--- config.mk ---
export PLATFORM = sky130hd
export DESIGN_NAME = uncache_ctrl
export DESIGN_NICKNAME = d
export VERILOG_FILES = /design/src/rtl/uncache_pkg.sv /design/src/rtl/uncache_ctrl.sv
export SDC_FILE = /design/constraint.sdc
export NUM_CORES = 1
export LEC_CHECK = 0
export ABC_AREA = 1
export ABC_CLOCK_PERIOD_IN_PS = 2310
export CAP_MARGIN = 20
export CORE_ASPECT_RATIO = 0.75
export CORE_UTILIZATION = 41
export CTS_CLUSTER_DIAMETER = 40
export DETAILED_ROUTE_END_ITERATION = 12
export PLACE_DENSITY = 0.86
export REMOVE_ABC_BUFFERS = 1
export SLEW_MARGIN = 20
export SYNTH_ARGS = -nofsm -noshare
export SYNTH_HDL_FRONTEND = slang
export SYNTH_SLANG_ARGS = --single-unit
--- constraint.sdc ---
create_clock -name clk -period 2.31 [get_ports clk]
set_clock_uncertainty 0.1 [all_clocks]
set_input_delay 0.231 -clock clk [delete_from_list [all_inputs] [get_ports clk]]
set_output_delay 0.231 -clock clk [all_outputs]
set_load 0.03 [all_outputs]
--- src/rtl/uncache_pkg.sv ---
// Shared encodings for the uncached-access engine: FSM states, MEM size codes
// and the bridge transfer-type codes, plus the size-to-type mapping.
package uncache_pkg;

  localparam logic [2:0] ST_IDLE    = 3'd0;
  localparam logic [2:0] ST_RD_REQ  = 3'd1;
  localparam logic [2:0] ST_RD_WAIT = 3'd2;
  localparam logic [2:0] ST_WR_REQ  = 3'd3;
  localparam logic [2:0] ST_DONE    = 3'd4;

  typedef enum logic [2:0] {
    IDLE    = ST_IDLE,
    RD_REQ  = ST_RD_REQ,
    RD_WAIT = ST_RD_WAIT,
    WR_REQ  = ST_WR_REQ,
    DONE    = ST_DONE
  } state_e;

  localparam logic [1:0] SZ_BYTE = 2'b00;
  localparam logic [1:0] SZ_HALF = 2'b01;
  localparam logic [1:0] SZ_WORD = 2'b10;

  localparam logic [2:0] TYPE_BYTE = 3'b000;
  localparam logic [2:0] TYPE_HALF = 3'b001;
  localparam logic [2:0] TYPE_WORD = 3'b010;
  localparam logic [2:0] TYPE_LINE = 3'b100;

  // Size 11 has no bridge meaning of its own and is issued as a word access.
  function automatic logic [2:0] size_to_type(input logic [1:0] sz);
    case (sz)
      SZ_BYTE: size_to_type = TYPE_BYTE;
      SZ_HALF: size_to_type = TYPE_HALF;
      default: size_to_type = TYPE_WORD;
    endcase
  endfunction

endpackage

--- src/rtl/uncache_ctrl.sv ---
// Uncached-access engine: latches one MEM-stage request, issues a single-beat
// read or write on the shared bridge port and returns a one-cycle data_ok.
// Address/type/strobe/data outputs are driven only while the matching request
// is up, so the bridge port reads all-zero when idle.
module uncache_ctrl
  import uncache_pkg::*;
#(
  parameter int ADDR_W = 32,
  parameter int DATA_W = 32
) (
  input  logic              clk,
  input  logic              rst,
  input  logic              uncache_valid,
  input  logic              DMWen_uncache,
  input  logic [ADDR_W-1:0] MEM_Paddr,
  input  logic [1:0]        MEM_size,
  input  logic [3:0]        MEM_wstrb,
  input  logic [DATA_W-1:0] MEM_wdata,
  output logic              uncache_addr_ok,
  output logic              MEM_unCache_data_ok,
  output logic [DATA_W-1:0] uncache_Out,
  output logic              MEM_uncache_rd_req,
  output logic [2:0]        MEM_uncache_rd_type,
  output logic [ADDR_W-1:0] MEM_uncache_rd_addr,
  input  logic              rd_rdy,
  input  logic              ret_valid,
  input  logic              ret_last,
  input  logic [DATA_W-1:0] ret_data,
  output logic              MEM_uncache_wr_req,
  output logic [2:0]        MEM_uncache_wr_type,
  output logic [ADDR_W-1:0] MEM_uncache_wr_addr,
  output logic [3:0]        MEM_uncache_wr_wstrb,
  output logic [DATA_W-1:0] MEM_uncache_wr_data,
  input  logic              wr_rdy
);

  state_e              state_q, state_d;
  logic [ADDR_W-1:0]   addr_q;
  logic [2:0]          type_q;
  logic [3:0]          wstrb_q;
  logic [DATA_W-1:0]   wdata_q;
  logic [DATA_W-1:0]   out_q;
  logic                accept;

  assign accept      = (state_q == IDLE) && uncache_valid;
  assign uncache_Out = out_q;

  // State register.
  always_ff @(posedge clk) begin
    if (!rst) state_q <= IDLE;
    else      state_q <= state_d;
  end

  // Request latch: captured once at acceptance, so later input changes in MEM
  // cannot disturb the access in flight.
  always_ff @(posedge clk) begin
    if (!rst) begin
      addr_q  <= '0;
      type_q  <= TYPE_BYTE;
      wstrb_q <= '0;
      wdata_q <= '0;
    end else if (accept) begin
      addr_q  <= MEM_Paddr;
      type_q  <= size_to_type(MEM_size);
      wstrb_q <= MEM_wstrb;
      wdata_q <= MEM_wdata;
    end
  end

  // Load result: only the last return beat is kept; stores leave it untouched.
  always_ff @(posedge clk) begin
    if (!rst)                                               out_q <= '0;
    else if (state_q == RD_WAIT && ret_valid && ret_last)   out_q <= ret_data;
  end

  // Next-state and bridge-port outputs.
  always_comb begin
    state_d              = state_q;
    uncache_addr_ok      = 1'b0;
    MEM_unCache_data_ok  = 1'b0;
    MEM_uncache_rd_req   = 1'b0;
    MEM_uncache_rd_type  = '0;
    MEM_uncache_rd_addr  = '0;
    MEM_uncache_wr_req   = 1'b0;
    MEM_uncache_wr_type  = '0;
    MEM_uncache_wr_addr  = '0;
    MEM_uncache_wr_wstrb = '0;
    MEM_uncache_wr_data  = '0;
    case (state_q)
      IDLE: begin
        uncache_addr_ok = uncache_valid;
        if (uncache_valid) state_d = DMWen_uncache ? WR_REQ : RD_REQ;
      end
      RD_REQ: begin
        MEM_uncache_rd_req  = 1'b1;
        MEM_uncache_rd_type = type_q;
        MEM_uncache_rd_addr = addr_q;
        if (rd_rdy) state_d = RD_WAIT;
      end
      RD_WAIT: begin
        if (ret_valid && ret_last) state_d = DONE;
      end
      WR_REQ: begin
        MEM_uncache_wr_req   = 1'b1;
        MEM_uncache_wr_type  = type_q;
        MEM_uncache_wr_addr  = addr_q;
        MEM_uncache_wr_wstrb = wstrb_q;
        MEM_uncache_wr_data  = wdata_q;
        if (wr_rdy) state_d = DONE;
      end
      DONE: begin
        MEM_unCache_data_ok = 1'b1;
        state_d             = IDLE;
      end
      default: state_d = IDLE;
    endcase
  end

endmodule
==> flow_summary.yaml <==
layout:
  nets: 934
  num_antenna_cells: 0
  layout-drive-gt1-share: 0.1025
  stdcell_count: 965
  fin_util: 0.6759
  area_growth_pct: 60.68
power_and_ir_drop:
  p_int_mw: 3.973
  total_power_mw: 6.298
  power_frac_seq: 0.378
  p_comb_frac: 0.377
  pwr-share-clk: 0.246
  p_sw_mw: 2.324
  switching_share: 0.3691
  leakage_nw: 2.929
  max-vdd-ir-drop_uv: 550.9
  power_density_nw_per_um2: 909.1
worst_setup_path:
  worstSetupEndpointType: "primary output"
  crit_type: "reg -> out"
  worstPathMaxFanout: 29
  reg2reg_depth: 6
  worstSetupStartpointType: "flop"
  arrival_ns: 1.85
  rr_startpoint: "state_q[1]"
  critPathLaunch: "state_q[1]"
  required_ns: 1.98
die:
  core_area_um2: 10250
  die_w_um: 120.4
  boundaryPins: 252
  start_util: 0.4207
  std_cell_rows: 32
  dieArea_um2: 10930
  die_h_um: 90.81
sta:
  drv_slew: 0
  setup_viol: 0
  relSlewSlack: 0.6276
  min_period_over_period: 0.9445
  finalHoldViolCount: 0
  tightest_slew_ns: 0.5578
  rsz0062_at_grt: "false"
  fmax_mhz: 458.3
  fin_ws_ns: 0.1281
  period_minus_slack_ns: 2.182
synth:
  syn_inst: 596
  yosysTopAreaCellShare: 0.4875
  synth.avg_cell_area_um2: 7.234
  yosys.area.top_type: "dfxtp_1"
  ys_warn_count: 0
  yosysUniqueCellTypes: 21
  yosysSeqAreaShare: 0.4875
  ys_ff_latch: 105
  syn-cell-area_um2: 4312
  netlist_top_cells_area: "dfxtp_1 49%, nor2_1 15%, o21ai_0 11%, a21oi_1 8.0%, inv_1 6.5%"
clock_tree:
  insertion_delay_ns: 0.32
  cts_tree: "yes"
  htreeDepth: 3
  clockBufferDepth: 2
  post_cts_buffers: 0
  clkSinkCount: 105
  cts_buffers: 9
  cts_root_buf: "clkbuf_16"
  cts.hold.buffers_added: 0
  clk_pin_slew_ns: 0.07
placement:
  dpl.hpwl_mm: 9.424
  post-place-ws_ns: 0.1431
  place_inst: 949
  globalplace.congestion: 0.7751
  portBuffers: 249
global_routing:
  antenna_found_initial: 0
  use_met2: 0.4186
  grt_pass1_vias: 4301
  grt_util_met1: 0.2530
  busiest_layer: "met2"
  grt-ovfl-total: 0
  grt_start_max_net_pins: 106
  grt_pass1_wl_mm: 20.13
  grt_usage: 0.2295
  grt.met3_usage: 0.05745
route:
  drc_errors: 0
  wl_per_cell_um: 12.92
  post_drt_via_cell_ratio: 4.719
  routed_wl_mm: 12.47
  drt_iter0_drc: 262
  postRouteAntennaNets: 0
  vias: 4554
  dr.pass1.iters: 4
min_path:
  hold_class: "in -> reg"
  min_path_cells: 4
  min-delay-start: "rst"
job:
  maxCapViolations: 0
status:
  outcome: "finished, final reports clean"
[final cells by class]
| class | instances | area [um2] |
|---|---|---|
| Multi-Input combinational cell | 369 | 1655 |
| Clock buffer | 11 | 252.7 |
| Clock inverter | 5 | 61.31 |
| Sequential cell | 105 | 2102 |
| Tap cell | 136 | 170.2 |
| Timing Repair Buffer | 260 | 2390 |
| Fill cell | 867 | 3322 |
| Inverter | 79 | 296.5 |
[flip-flops by register name, indices dropped and copies added (netlist names)]
signal / flops
addr_q: 32
uncache_Out: 32
type_q: 2
wstrb_q: 4
wdata_q: 32
state_q: 3
[placed cells by master, fill, tap and decap left out]
cell type,Yosys,layout
nor2_4,2,2
o21ai_0,96,96
bufinv_16,0,1
clkinv_4,0,1
nand4_2,1,1
nor2_1,176,176
clkbuf_8,0,2
dlygate4sd2_1,0,34
clkdlybuf4s50_1,0,142
clkbuf_16,0,9
clkbuf_2,0,12
a211oi_2,1,1
inv_6,0,2
nand3_4,1,1
clkdlybuf4s15_1,0,24
o21ai_1,5,5
nand3b_1,1,1
a21oi_1,69,69
buf_2,17,1
clkinv_2,0,1
nand3_1,3,3
nand2_1,11,11
dfxtp_1,105,105
conb_1,1,2
inv_1,75,75
buf_4,2,46
a22oi_1,1,1
buf_12,0,1
inv_2,4,4
[cell families (layout without fill, tap and decap cells)]
logic type	after synthesis	in the layout	share of synthesized area
and+or+nand+nor	195	195	0.1802
AOI/OAI and AO/OA	172	172	0.2020
other	1	2	0.0008697
buffers and inverters	123	355	0.1294
DFF	105	105	0.4875
[metal layers]
layer / share of wire / vias up
met4: 0.034 / 0
met1: 0.41 / 2041
li1: - / 2311
met3: 0.057 / 34
met5: 0 / -
met2: 0.50 / 168
[timing repair]
| item | CTS | global route |
|---|---|---|
| cloned | 0 | 0 |
| hold endpoints to repair | 0 | 0 |
| resized for setup | 70 | 48 |
| setup endpoints to repair | 70 | 36 |
[through the flow]
| step | cell area (um2) | TNS, ns | hold slack, ns |
|---|---|---|---|
| 6_report | 6928 | 0 | 0.3378 |
| 5_1_grt | 6928 | 0 | 0.3404 |
| 4_1_cts | 6943 | 0 | 0.3279 |
| 3_5_place_dp | 6716 | 0 | 0.3468 |
| 3_3_place_gp | 6716 | 0 | 0.3406 |
| 2_1_floorplan | 4054 | -2.067 | 0.2514 |
[worst max-delay path: stages, from the launching register on]
cell and delay (ns):
dfxtp_1 0.43, nand2_1 0.08, nor2_1 0.19, inv_2 0.08
buf_4 0.22, nor2_1 0.11, dlygate4sd2_1 0.41
[power by group through the flow]
stage          registers, mW  logic (mW)  clock network [mW]
2_1_floorplan           2.52        1.31                   0
5_1_grt                 2.43        2.61                1.68
6_report                2.38        2.37                1.55
3_5_place_dp            2.42        2.41                   0
4_1_cts                 2.38        2.38                1.59
3_3_place_gp            2.40        2.33                   0
[final timing paths]
check	to	slack, ns
worst max-delay path	MEM_uncache_wr_addr[1]	0.13
worst min-delay path	uncache_Out[10]	0.34
worst max register to register	uncache_Out[11]	0.75
worst min register to register	wdata_q[15]	0.36
[synth_stat cells]
cell and n:
a211oi_2 1, a21oi_1 69, a22oi_1 1, buf_1 1
buf_2 17, buf_4 2, buf_6 9, clkbuf_1 15
conb_1 1, dfxtp_1 105, inv_1 75, inv_2 4
nand2_1 11, nand3_1 3, nand3_4 1, nand3b_1 1
nand4_2 1, nor2_1 176, nor2_4 2, o21ai_0 96
o21ai_1 5
Note: power is estimated with default switching activity, not from simulation.
